<file path="src/rtl/decode_ctrl_if.sv">
// Fetch-to-decode bus for decode_ctrl: fetch/hazard inputs, the IF/ID register and stall/flush controls.
// master = pipeline side that drives the fetch and hazard inputs; slave = decode_ctrl.
interface decode_ctrl_if;
  logic [31:0] instr_f;
  logic        valid_f;
  logic [4:0]  rd_e;
  logic        memread_e;
  logic        pcsrc_e;
  logic        dmem_stall;
  logic [31:0] instr_d;
  logic        valid_d;
  logic [1:0]  imm_src_d;
  logic        stall_f;
  logic        stall_d;
  logic        stall_e;
  logic        stall_m;
  logic        flush_d;
  logic        flush_e;

  modport master (
    output instr_f, valid_f, rd_e, memread_e, pcsrc_e, dmem_stall,
    input  instr_d, valid_d, imm_src_d,
    input  stall_f, stall_d, stall_e, stall_m, flush_d, flush_e
  );

  modport slave (
    input  instr_f, valid_f, rd_e, memread_e, pcsrc_e, dmem_stall,
    output instr_d, valid_d, imm_src_d,
    output stall_f, stall_d, stall_e, stall_m, flush_d, flush_e
  );
endinterface

</file>
<file path="src/rtl/decode_ctrl.sv">
// RV32I decode-stage controller: IF/ID register, ImmSrc decode, load-use/branch/dmem-wait sequencing.
// Optional DECODE_CTRL_PERF_EN adds saturating stall/flush performance counters.
//
// state      | meaning
// -----------+-----------------------------------------------
// S_RUN      | normal flow
// S_LU_STALL | load-use bubble inserted; lu ignored this cycle
// S_MEM_WAIT | frozen on dmem_stall; behaves as RUN on release
module decode_ctrl #(
  parameter logic [31:0] RST_INSTR = 32'h0000_0013
) (
  input  logic         clk,
  input  logic         rst,
  decode_ctrl_if.slave bus
`ifdef DECODE_CTRL_PERF_EN
  ,
  output logic [31:0]  perf_stall_cnt,
  output logic [31:0]  perf_flush_cnt
`endif
);

  localparam logic [1:0] S_RUN      = 2'd0;
  localparam logic [1:0] S_LU_STALL = 2'd1;
  localparam logic [1:0] S_MEM_WAIT = 2'd2;

  localparam logic [1:0] IMM_I = 2'b00;
  localparam logic [1:0] IMM_S = 2'b01;
  localparam logic [1:0] IMM_B = 2'b10;
  localparam logic [1:0] IMM_J = 2'b11;

  logic [1:0]  state;
  logic [1:0]  state_nxt;
  logic [31:0] instr_d;
  logic        valid_d;
  logic [1:0]  imm_src_d;
  logic [1:0]  imm_src_f;
  logic        lu;
  logic        stall_f;
  logic        stall_d;
  logic        stall_e;
  logic        stall_m;
  logic        flush_d;
  logic        flush_e;

  always_comb begin
    imm_src_f = IMM_I;
    case (bus.instr_f[6:0])
      7'b0000011: imm_src_f = IMM_I;
      7'b0010011: imm_src_f = IMM_I;
      7'b1100111: imm_src_f = IMM_I;
      7'b0100011: imm_src_f = IMM_S;
      7'b1100011: imm_src_f = IMM_B;
      7'b1101111: imm_src_f = IMM_J;
      default:    imm_src_f = IMM_I;
    endcase
  end

  assign lu = bus.memread_e && (bus.rd_e != 5'd0) && valid_d &&
              ((bus.rd_e == instr_d[19:15]) || (bus.rd_e == instr_d[24:20]));

  // Reset masks every control so a reset during a freeze or bubble is quiet.
  always_comb begin
    stall_f   = 1'b0;
    stall_d   = 1'b0;
    stall_e   = 1'b0;
    stall_m   = 1'b0;
    flush_d   = 1'b0;
    flush_e   = 1'b0;
    state_nxt = S_RUN;
    if (rst) begin
      state_nxt = S_RUN;
    end else if (bus.dmem_stall) begin
      stall_f   = 1'b1;
      stall_d   = 1'b1;
      stall_e   = 1'b1;
      stall_m   = 1'b1;
      state_nxt = S_MEM_WAIT;
    end else if (bus.pcsrc_e) begin
      flush_d   = 1'b1;
      flush_e   = 1'b1;
      state_nxt = S_RUN;
    end else if (lu && (state != S_LU_STALL)) begin
      stall_f   = 1'b1;
      stall_d   = 1'b1;
      flush_e   = 1'b1;
      state_nxt = S_LU_STALL;
    end
  end

  always_ff @(posedge clk) begin
    if (rst) begin
      state <= S_RUN;
    end else begin
      state <= state_nxt;
    end
  end

  always_ff @(posedge clk) begin
    if (rst) begin
      instr_d   <= RST_INSTR;
      valid_d   <= 1'b0;
      imm_src_d <= IMM_I;
    end else if (stall_d) begin
      instr_d   <= instr_d;
      valid_d   <= valid_d;
      imm_src_d <= imm_src_d;
    end else if (flush_d) begin
      instr_d   <= RST_INSTR;
      valid_d   <= 1'b0;
      imm_src_d <= IMM_I;
    end else begin
      instr_d   <= bus.instr_f;
      valid_d   <= bus.valid_f;
      imm_src_d <= imm_src_f;
    end
  end

`ifdef DECODE_CTRL_PERF_EN
  always_ff @(posedge clk) begin
    if (rst) begin
      perf_stall_cnt <= 32'd0;
      perf_flush_cnt <= 32'd0;
    end else begin
      if (stall_d && (perf_stall_cnt != 32'hFFFF_FFFF)) begin
        perf_stall_cnt <= perf_stall_cnt + 32'd1;
      end
      if (flush_d && (perf_flush_cnt != 32'hFFFF_FFFF)) begin
        perf_flush_cnt <= perf_flush_cnt + 32'd1;
      end
    end
  end
`endif

  assign bus.instr_d   = instr_d;
  assign bus.valid_d   = valid_d;
  assign bus.imm_src_d = imm_src_d;
  assign bus.stall_f   = stall_f;
  assign bus.stall_d   = stall_d;
  assign bus.stall_e   = stall_e;
  assign bus.stall_m   = stall_m;
  assign bus.flush_d   = flush_d;
  assign bus.flush_e   = flush_e;

endmodule

</file>
<file path="src/flat_wrapper.sv">
// flat-port wrapper written by rule: the top's interface ports become plain ports
module decode_ctrl_flat 
#(
  parameter logic [31:0] RST_INSTR = 32'h0000_0013
)
  (clk, rst, bus_instr_f, bus_valid_f, bus_rd_e, bus_memread_e, bus_pcsrc_e, bus_dmem_stall, bus_instr_d, bus_valid_d, bus_imm_src_d, bus_stall_f, bus_stall_d, bus_stall_e, bus_stall_m, bus_flush_d, bus_flush_e);
  decode_ctrl_if bus_i ();
  input  logic clk;
  input  logic rst;
  input wire logic [$bits(bus_i.instr_f)-1:0] bus_instr_f;
  input wire logic [$bits(bus_i.valid_f)-1:0] bus_valid_f;
  input wire logic [$bits(bus_i.rd_e)-1:0] bus_rd_e;
  input wire logic [$bits(bus_i.memread_e)-1:0] bus_memread_e;
  input wire logic [$bits(bus_i.pcsrc_e)-1:0] bus_pcsrc_e;
  input wire logic [$bits(bus_i.dmem_stall)-1:0] bus_dmem_stall;
  output wire logic [$bits(bus_i.instr_d)-1:0] bus_instr_d;
  output wire logic [$bits(bus_i.valid_d)-1:0] bus_valid_d;
  output wire logic [$bits(bus_i.imm_src_d)-1:0] bus_imm_src_d;
  output wire logic [$bits(bus_i.stall_f)-1:0] bus_stall_f;
  output wire logic [$bits(bus_i.stall_d)-1:0] bus_stall_d;
  output wire logic [$bits(bus_i.stall_e)-1:0] bus_stall_e;
  output wire logic [$bits(bus_i.stall_m)-1:0] bus_stall_m;
  output wire logic [$bits(bus_i.flush_d)-1:0] bus_flush_d;
  output wire logic [$bits(bus_i.flush_e)-1:0] bus_flush_e;
  assign bus_i.instr_f = bus_instr_f;
  assign bus_i.valid_f = bus_valid_f;
  assign bus_i.rd_e = bus_rd_e;
  assign bus_i.memread_e = bus_memread_e;
  assign bus_i.pcsrc_e = bus_pcsrc_e;
  assign bus_i.dmem_stall = bus_dmem_stall;
  assign bus_instr_d = bus_i.instr_d;
  assign bus_valid_d = bus_i.valid_d;
  assign bus_imm_src_d = bus_i.imm_src_d;
  assign bus_stall_f = bus_i.stall_f;
  assign bus_stall_d = bus_i.stall_d;
  assign bus_stall_e = bus_i.stall_e;
  assign bus_stall_m = bus_i.stall_m;
  assign bus_flush_d = bus_i.flush_d;
  assign bus_flush_e = bus_i.flush_e;
  decode_ctrl #(.RST_INSTR(RST_INSTR)) u_core (.clk(clk), .rst(rst), .bus(bus_i));
endmodule
</file>
<file path="config.mk">
export PLATFORM = sky130hd
export DESIGN_NAME = decode_ctrl_flat
export DESIGN_NICKNAME = d
export VERILOG_FILES = /design/src/rtl/decode_ctrl_if.sv /design/src/rtl/decode_ctrl.sv /design/src/flat_wrapper.sv
export SDC_FILE = /design/constraint.sdc
export NUM_CORES = 1
export LEC_CHECK = 0
export ABC_AREA = 0
export BUFFER_PORTS_ARGS = -buffer_cell sky130_fd_sc_hd__buf_4
export CORE_ASPECT_RATIO = 1.75
export CORE_UTILIZATION = 50
export CTS_CLUSTER_SIZE = 12
export DETAILED_ROUTE_END_ITERATION = 10
export PLACE_DENSITY = 0.8
export SYNTH_ARGS = -nofsm -noshare
export SYNTH_HDL_FRONTEND = slang
export SYNTH_SLANG_ARGS = --single-unit
</file>
<file path="constraint.sdc">
create_clock -name clk -period 2.8 [get_ports clk]
set_input_delay 0.56 -clock clk [delete_from_list [all_inputs] [get_ports clk]]
set_output_delay 0.56 -clock clk [all_outputs]
set_load 0.1 [all_outputs]
</file>
[Word-level counts from Yosys, hierarchy flattened]
Cells that the tools add are included.
Word-level totals
  register bits: 37
  input port bits: 43
  output and inout bits: 41
  logic and storage cells: 37
Operators by class
  eq/ne operators: 6
  muxes and demuxes: 19
  reduce and logical (&&, ||, !) cells: 7
Operators by type and width (count)
  $mux 32: 1
  $eq 7x7->1 const B: 2
  $mux 1: 14
  $eq 5x5->1: 2
  $eq 7x6->1 const B: 1
  $mux 2: 3
  $pmux 2 s3: 1
  $reduce_bool 5->1: 1
  $logic_and 1x1->1: 4
  $reduce_or 3->1: 1
  $ne 2x1->1 const B: 1
  $logic_or 1x1->1: 1

[Longest topological paths before layout]
Gate-level depths: netlist (run 1).
  depth after elaboration: 9
  gate-level depth with buffers: 7
  gate-level depth less buffers: 5

[Least setup slack after synthesis (run 1)]
OpenSTA, ideal clock, no wires.
  path type: reg2out
  start point: register u_core.instr_d[19], in the netlist u_core.bus.instr_d[19]
  end point: output bus_stall_f
  arrival time: 3.488 ns
  required time: 2.240 ns
  setup slack: -1.248 ns
  stages on the path, launching flop included: 7
  path buffers: 1
  cell sequence: dfxtp_1 > xnor2_1 > nand3_1 > o22ai_2 > a21oi_1 > nor2_1 > buf_4
Between the ends
  cells in the longest elaborated chain, start to end: 8
RTL lines
  start, declared: line decode_ctrl.sv:33  | logic [31:0] instr_d;
  start signal, assigned: line decode_ctrl.sv:104  | instr_d <= instr_d;
  start signal, assigned: line decode_ctrl.sv:112  | instr_d <= bus.instr_f;
  $eq 5x5->1: line decode_ctrl.sv:59  | ((bus.rd_e == instr_d[19:15]) || (bus.rd_e == instr_d[24:20]));
  $logic_or 1x1->1: line decode_ctrl.sv:59
  $logic_and 1x1->1: line decode_ctrl.sv:58  | assign lu = bus.memread_e && (bus.rd_e != 5'd0) && valid_d &&
  $logic_and 1x1->1: line decode_ctrl.sv:82  | end else if (lu && (state != S_LU_STALL)) begin
  $mux 1 (4 in a row)
  end, declared: line flat_wrapper.sv:19  | output wire logic [$bits(bus_i.stall_f)-1:0] bus_stall_f;
Every way passes these cells.

[Final worst setup path (run 1)]
  start point: input bus_rd_e[1]
  end point: output bus_stall_d
Between the ends
  cells in the longest elaborated chain, start to end: 9
  elaborated cells on any way between the ends: 12
  classes of those cells: 2 x eq/ne; 4 x mux; 6 x reduce/logical
RTL lines
  start, declared: line flat_wrapper.sv:12  | input wire logic [$bits(bus_i.rd_e)-1:0] bus_rd_e;
  $reduce_bool 5->1: line decode_ctrl.sv:58
  $logic_and 1x1->1 (2 in a row): line decode_ctrl.sv:58
  $logic_and 1x1->1 (*): line decode_ctrl.sv:58
  $logic_and 1x1->1 (*): line decode_ctrl.sv:82
  $mux 1 (*): line decode_ctrl.sv:82
  $mux 1 (*): line decode_ctrl.sv:78  | end else if (bus.pcsrc_e) begin
  $mux 1 (*): line decode_ctrl.sv:72  | end else if (bus.dmem_stall) begin
  $mux 1 (*): line decode_ctrl.sv:70  | if (rst) begin
  end, declared: line flat_wrapper.sv:20  | output wire logic [$bits(bus_i.stall_d)-1:0] bus_stall_d;
Mark *: on every way between the ends. The rest lies on a longest branch, timed or not.

==> results of run 1 <==
-- layout make-up --
cell class	count	area share
Tap cell	51	0.0209
Sequential cell	37	0.247
Timing Repair Buffer	91	0.224
Clock buffer	7	0.0283
Multi-Input combinational cell	203	0.478
Inverter	1	0.00123
-- power by group --
| part | internal [mW] | switching (mW) | total (mW) |
|---|---|---|---|
| registers | 0.547 | 0.0174 | 0.565 |
| logic | 0.115 | 0.272 | 0.387 |
| clock network | 0.195 | 0.187 | 0.382 |
-- worst max-delay path, cell delays in order --
cell and delay, ns:
buf_4 0.12, or4_4 0.55, o2111ai_4 0.21, nor2_1 0.06
a21oi_1 0.30, nor2_4 0.05, buf_4 0.25
-- how the worst min path moves through the flow --
stage | end | depth (start not counted) | slack, ns | startpoint
global placement | u_core.bus.imm_src_d[1] | 2 | 0.48 | u_core.bus.imm_src_d[1]
detailed placement | u_core.bus.imm_src_d[1] | 2 | 0.47 | u_core.bus.imm_src_d[1]
finish | u_core.bus.imm_src_d[1] | 2 | 0.48 | u_core.bus.imm_src_d[1]
floorplan | u_core.bus.instr_d[0] | 1 | 0.70 | bus_instr_f[0]
global route | u_core.bus.instr_d[0] | 2 | 0.50 | bus_instr_f[0]
CTS | u_core.bus.imm_src_d[1] | 2 | 0.48 | u_core.bus.imm_src_d[1]
-- metrics by stage --
step | hold WS, ns | power, mW | setup TNS (ns) | std cells
2_1_floorplan | 0.696 | 0.853 | -0.0729 | 272
3_3_place_gp | 0.477 | 0.960 | 0 | 383
3_5_place_dp | 0.472 | 0.965 | 0 | 383
4_1_cts | 0.483 | 1.35 | 0 | 390
5_1_grt | 0.496 | 1.39 | 0 | 390
6_report | 0.481 | 1.33 | 0 | 390
-- layer usage --
metal / global-route usage / wire [um]
met1: 0.296 / 2530
met2: 0.468 / 3070
met3: 0.0443 / 239
met4: 0.132 / 179
met5: 0 / 0
-- placed cells by master, fill, tap and decap left out, types with 2 or more instances in the layout --
| cell | netlist | routed |
|---|---|---|
| nor2b_1 | 4 | 2 |
| nor2b_4 | 0 | 2 |
| buf_4 | 2 | 91 |
| o221ai_2 | 29 | 29 |
| nor3b_1 | 3 | 3 |
| nor2_1 | 4 | 3 |
| dfxtp_2 | 0 | 11 |
| a21oi_1 | 5 | 5 |
| nand2b_1 | 2 | 2 |
| nand2_1 | 92 | 92 |
| o31a_1 | 3 | 3 |
| and2_1 | 3 | 3 |
| nor4_1 | 3 | 3 |
| nor4b_1 | 30 | 30 |
| xnor2_1 | 10 | 10 |
| clkbuf_8 | 0 | 6 |
| nand3_1 | 2 | 2 |
| dfxtp_1 | 37 | 26 |
-- flip-flops by register name, indices dropped and copies added, names as in the netlist --
register / count
u_core.state: 2
u_core.bus.instr_d: 32
u_core.bus.imm_src_d: 2
u_core.bus.valid_d: 1
-- logic make-up after synthesis --
family	count (synthesis)
xor gates and xnor gates	10
DFF	37
buffers and inverters	32
AOI/OAI and AO/OA	44
and+or+nand+nor	149
==> impl_results.md, run 1 <==
* DR vias at 2338
* Critical setup path kind: in -> out
* Setup-violating endpoint count in the final report at 0
* Arithmetic-cell share of the synthesized area counting full adders, half adders and majority gates at 0
* Number of filler instances in the final layout at 411
* DP Area at 0.00296 mm^2
* Cell type with the largest total area after synthesis: dfxtp_1
* Max-slew violations at 0
* Leakage at 1.06 nW
* Standard-cell row count at 32
* Gate count after technology mapping at 272
* Max VDD drop at 0.359 mV
* Skew final at 0.00627 ns
* Critical path launch point: bus_rd_e[1]
* Fin worst setup slack at 0.132 ns
* Setup repair after global routing missed its margin: false
* Via/cell ratio at 5.99
* CP Launch Type: input port
* Share of post-route cells with drive strength above 1 at 0.434
* Top flip-flop cell by instance count after synthesis: dfxtp_1
* Final cell utilization of the core at 0.686
* Area fraction in and, or, nand and nor cells after synthesis at 0.330
* # IOs at 84
* Synthesized-area fraction occupied by ao, oa, aoi and oai cells at 0.245
* TritonCTS buffer count at 5
* Gp weighted congestion at 0.841
* Initial standard-cell utilization of the core at 0.525
* Area contributors post-synth: dfxtp_1 32%, o221ai_2 19%, nand2_1 15%, nor4b_1 11%, xnor2_1 3.8%
* Nets at 382
* Input/output buffers at 83
* Startpoint of the worst register-to-register path: u_core.bus.instr_d[15]
* Total of warnings raised by yosys at 0
* FF+latch area at 754 um^2
* Combinational family with the most area after synthesis: simple AND/OR/NAND/NOR gates
* Setup fix buffers added after clock tree synthesis at 0
* Maximum operating frequency at 0.375 GHz
* Combined area of the multi-input logic cells at 0.00146 mm^2
* Hold/Removal Path Class: reg -> reg
* First-pass GRT wire length at 10100 um
* Count of endpoints failing hold in the final timing report at 0
* Clock transition time at the flip-flop clock pins of the worst setup and hold paths at 0.07 ns
* Drt pass-1 iters at 4
* Least-Margin Pin Slew at 0.556 ns
* Area of all placed cells without fillers at 0.00305 mm^2
* Placement-stage worst setup slack at 0.129 ns
* Leading cell types by count after synthesis: 92 x nand2_1, 37 x dfxtp_1, 30 x nor4b_1, 29 x o221ai_2, 16 x clkbuf_1
* Horizontal die dimension at 53.6 um
* DRC Markers at 0
* Max clock buf depth at 2
* Total Routing Usage GR at 0.268
* Share of synthesized area occupied by flip-flops and latches at 0.317
* Core region area at 0.00444 mm^2
* Antenna violations before repair at 0
* Clock tree from TritonCTS: yes
* Termination of the worst setup path: bus_stall_d
* Remaining number of nets flagged by the antenna check after routing at 0
* Crit path DAT at 2.11 ns
* GRT Residual Overflow at 0
* Reg-to-reg endpoint: u_core.bus.instr_d[5]
* Worst skew pair latency at 0.29 ns
* Depth of the worst register-to-register path at 6
* Number of buffers added to fix hold violations after cts at 0
* Maximum fanout along the worst path at 3
* Flip-flop and latch count after synthesis at 37
* Max capacitance violation total at 0
* Pin count of the biggest net entering global routing at 43
* Signed area change from the synthesized netlist to the final layout at 30.7%
* Post-synthesis mux area share at 0
* Synthesized net count at 315
* Crit end category: primary output
* Vertical die dimension at 92.4 um
* Number of sinks handled by clock tree synthesis at 37
* Post-synthesis instance area at 0.00233 mm^2
* Number of instances resized during post-cts repair at 0
* Starting DRC count in detailed routing at 70
* Die area at 0.00495 mm^2
* Xor/xnor share of the synthesized area at 0.0375
* Per-cell routed wire length at 15.4 um
* Required time reported for the critical path endpoint at 2.24 ns
* Proportion of synthesized flip-flops having asynchronous set or reset at 0
* Library cells used by synthesis at 32
* Total wire length at 6020 um
* Number of H-tree levels at 2
* Status: completed
* Period minus WS final at 2.67 ns
* Final worst path period share at 0.953
* Antenna cells at 0
* Master cell of the clock root buffer: clkbuf_8
* Final HPWL DP at 3940 um
* Worst max-slew margin expressed relative to the limit at 0.629
* Top-area cell type share of the netlist area at 0.317
* Average cell area after synthesis at 8.58 um^2
* Number of global-route vias before repair at 2329
* EDFF count, synth at 0
* Ratio of total power to cell area at 437 mW/mm^2
* Reg2reg setup slack at 0.91 ns
* Most numerous cell in the Yosys netlist: nand2_1
No activity file was read; power rests on OpenSTA's default activity.
==> run 2, diff against run 1 <==
Settings changed: REMOVE_ABC_BUFFERS from default to 1.
==> impl_results.md, run 2 (synthesis gave the netlist of run 1 again) <==
* Number of cells in the design after placement at 383 (unchanged)
* Period minus WS final at 2.59 ns (-0.0759 ns)
* Accumulated negative setup slack at 0 ns (unchanged)
* Final worst path period share at 0.926 (-0.0271)
* Die area at 0.00495 mm^2 (unchanged)
* Most flop-heavy register: u_core.bus.instr_d
* Antenna cells at 0 (unchanged)
* Required time reported for the critical path endpoint at 2.24 ns (about the same)
* Max capacitance violation total at 0 (unchanged)
* Clock tree from TritonCTS: yes
* Input/output buffers at 83 (unchanged)
* Final HPWL DP at 4070 um (+3.3%)
* Final cell utilization of the core at 0.683 (-0.00338)
* Hold/Removal Path Class: reg -> reg
* Kind of cell adding the most delay to the critical path: simple AND/OR/NAND/NOR gates
* Total Routing Usage GR at 0.261 (-0.00672)
* Remaining number of nets flagged by the antenna check after routing at 0 (unchanged)
* Worst max-slew margin expressed relative to the limit at 0.549 (-0.0807)
* Total wire length at 6130 um (+1.8%)
* Crit path DAT at 2.03 ns (-0.08 ns)
* Antenna violations before repair at 0 (unchanged)
* Nets at 382 (unchanged)
* Total chip power at 1.37 mW (+2.6%)
* Number of global-route vias before repair at 2127 (-8.7%)
* Leading cell type in the layout, fill and taps excluded: nand2_1
* Least-Margin Pin Slew at 0.677 ns (+0.121 ns)
* Max clock buf depth at 2 (unchanged)
* Core region area at 0.00444 mm^2 (unchanged)
* Horizontal die dimension at 53.6 um (unchanged)
* Number of sinks handled by clock tree synthesis at 37 (unchanged)
* Number of buffers added to fix hold violations after cts at 0 (unchanged)
* Gp weighted congestion at 0.753 (-10%)
* Maximum fanout along the worst path at 3 (unchanged)
* Setup fix buffers added after clock tree synthesis at 0 (unchanged)
* Worst skew pair latency at 0.29 ns (about the same)
* GRT Residual Overflow at 0 (unchanged)
* Fin worst setup slack at 0.208 ns (+0.0759 ns)
* Critical setup path kind: in -> out
* Clock transition time at the flip-flop clock pins of the worst setup and hold paths at 0.08 ns (about the same)
* Maximum operating frequency at 0.386 GHz (+2.9%)
* DRC Markers at 0 (unchanged)
* Leakage at 1.06 nW (-0.15%)
* Status: completed
* Largest register FFs at 32 (unchanged)
* Master cell of the clock root buffer: clkbuf_8
* Pin count of the biggest net entering global routing at 54 (+26%)
* Signed area change from the synthesized netlist to the final layout at 30.1%
* Number of H-tree levels at 2 (unchanged)
* Largest stage delay on the critical path at 0.54 ns (about the same)
* Max-slew violations at 0 (unchanged)
* Most frequent cells in the layout: 92 x nand2_1, 91 x buf_4, 37 x dfxtp_1
* Final cell count without fillers at 391 (+0.26%)
* Setup repair after global routing missed its margin: false
* Max VDD drop at 0.592 mV (+65%)
* Standard-cell row count at 32 (unchanged)
* Largest registers: u_core.bus.instr_d (32), u_core.bus.imm_src_d (2), u_core.state (2)
* Starting DRC count in detailed routing at 43 (-39%)
* First-pass GRT wire length at 9740 um (-3.8%)
* TritonCTS buffer count at 5 (unchanged)
* Placement-stage worst setup slack at 0.215 ns (+0.0855 ns)
* Worst path bufs/invs at 3 (+1)
* Setup-violating endpoint count in the final report at 0 (unchanged)
* Ratio of total power to cell area at 451 mW/mm^2 (+3.1%)
* Count of endpoints failing hold in the final timing report at 0 (unchanged)
* DR vias at 2268 (-3.0%)
* Critical path cell sequence: buf_4 > or4_4 > o2111ai_4 > buf_4 > nor2b_4 > o21a_1 > buf_4
* Initial standard-cell utilization of the core at 0.525 (unchanged)
* Cell mode on critical path: buf_4
* CP Launch Type: input port
* Number of instances resized during post-cts repair at 0 (unchanged)
* Drt pass-1 iters at 4 (unchanged)
* Crit end category: primary output
* Crit path max-delay cell type: or4_4
* Share of post-route cells with drive strength above 1 at 0.397 (-0.0366)
* Skew final at 0.00534 ns (-0.000938 ns)
* # IOs at 84 (unchanged)
* Vertical die dimension at 92.4 um (unchanged)
* Number of filler instances in the final layout at 390 (-5.1%)
* Via/cell ratio at 5.80 (-3.2%)
* Per-cell routed wire length at 15.7 um (+1.6%)
run 2: worst min-delay path, stage by stage, from the launching register on:
cell     delay, ns
dfxtp_1       0.32
inv_1         0.05
o32ai_1       0.07
run 2: where the power goes:
part | internal [mW] | switching [mW] | leakage [nW]
sequential | 0.546 | 0.0168 | 0.302
combinational | 0.114 | 0.272 | 0.703
clock | 0.223 | 0.198 | 0.0542
total | 0.882 | 0.487 | 1.06
run 2: layout make-up:
cell class,count,area [um^2],share of cell area
well taps,51,63.8,0.0210
multi-input cells,203,1440,0.475
clock inverters,1,5.00,0.00165
inverters,1,3.75,0.00124
repair buffers,91,683,0.225
clock buffers,7,96.3,0.0317
flip-flops and latches,37,741,0.244
run 2: per-stage QoR:
stage                     instance area, um^2  hold WS, ns
after global routing                     3040        0.495
after detailed placement                 2930        0.473
final                                    3040        0.484
after CTS                                3040        0.486
after floorplan                          2170        0.632
after global placement                   2930        0.469
run 2: final timing paths:
check	slack, ns	depth (start not counted)	from	endpoint
max	0.21	7	bus_rd_e[1]	bus_flush_e
min	0.48	2	u_core.bus.imm_src_d[1]	u_core.bus.imm_src_d[1]
max reg2reg	0.83	6	u_core.bus.instr_d[15]	u_core.bus.instr_d[5]
min reg2reg	0.48	2	u_core.bus.imm_src_d[1]	u_core.bus.imm_src_d[1]
run 2: metal layers:
layer | share of wire | vias to the layer above | global-route usage
met4 | 0.020 | 0 | 0.0921
met2 | 0.55 | 68 | 0.448
met3 | 0.044 | 12 | 0.0509
met1 | 0.38 | 1070 | 0.308
li1 | - | 1118 | -
met5 | 0 | - | 0
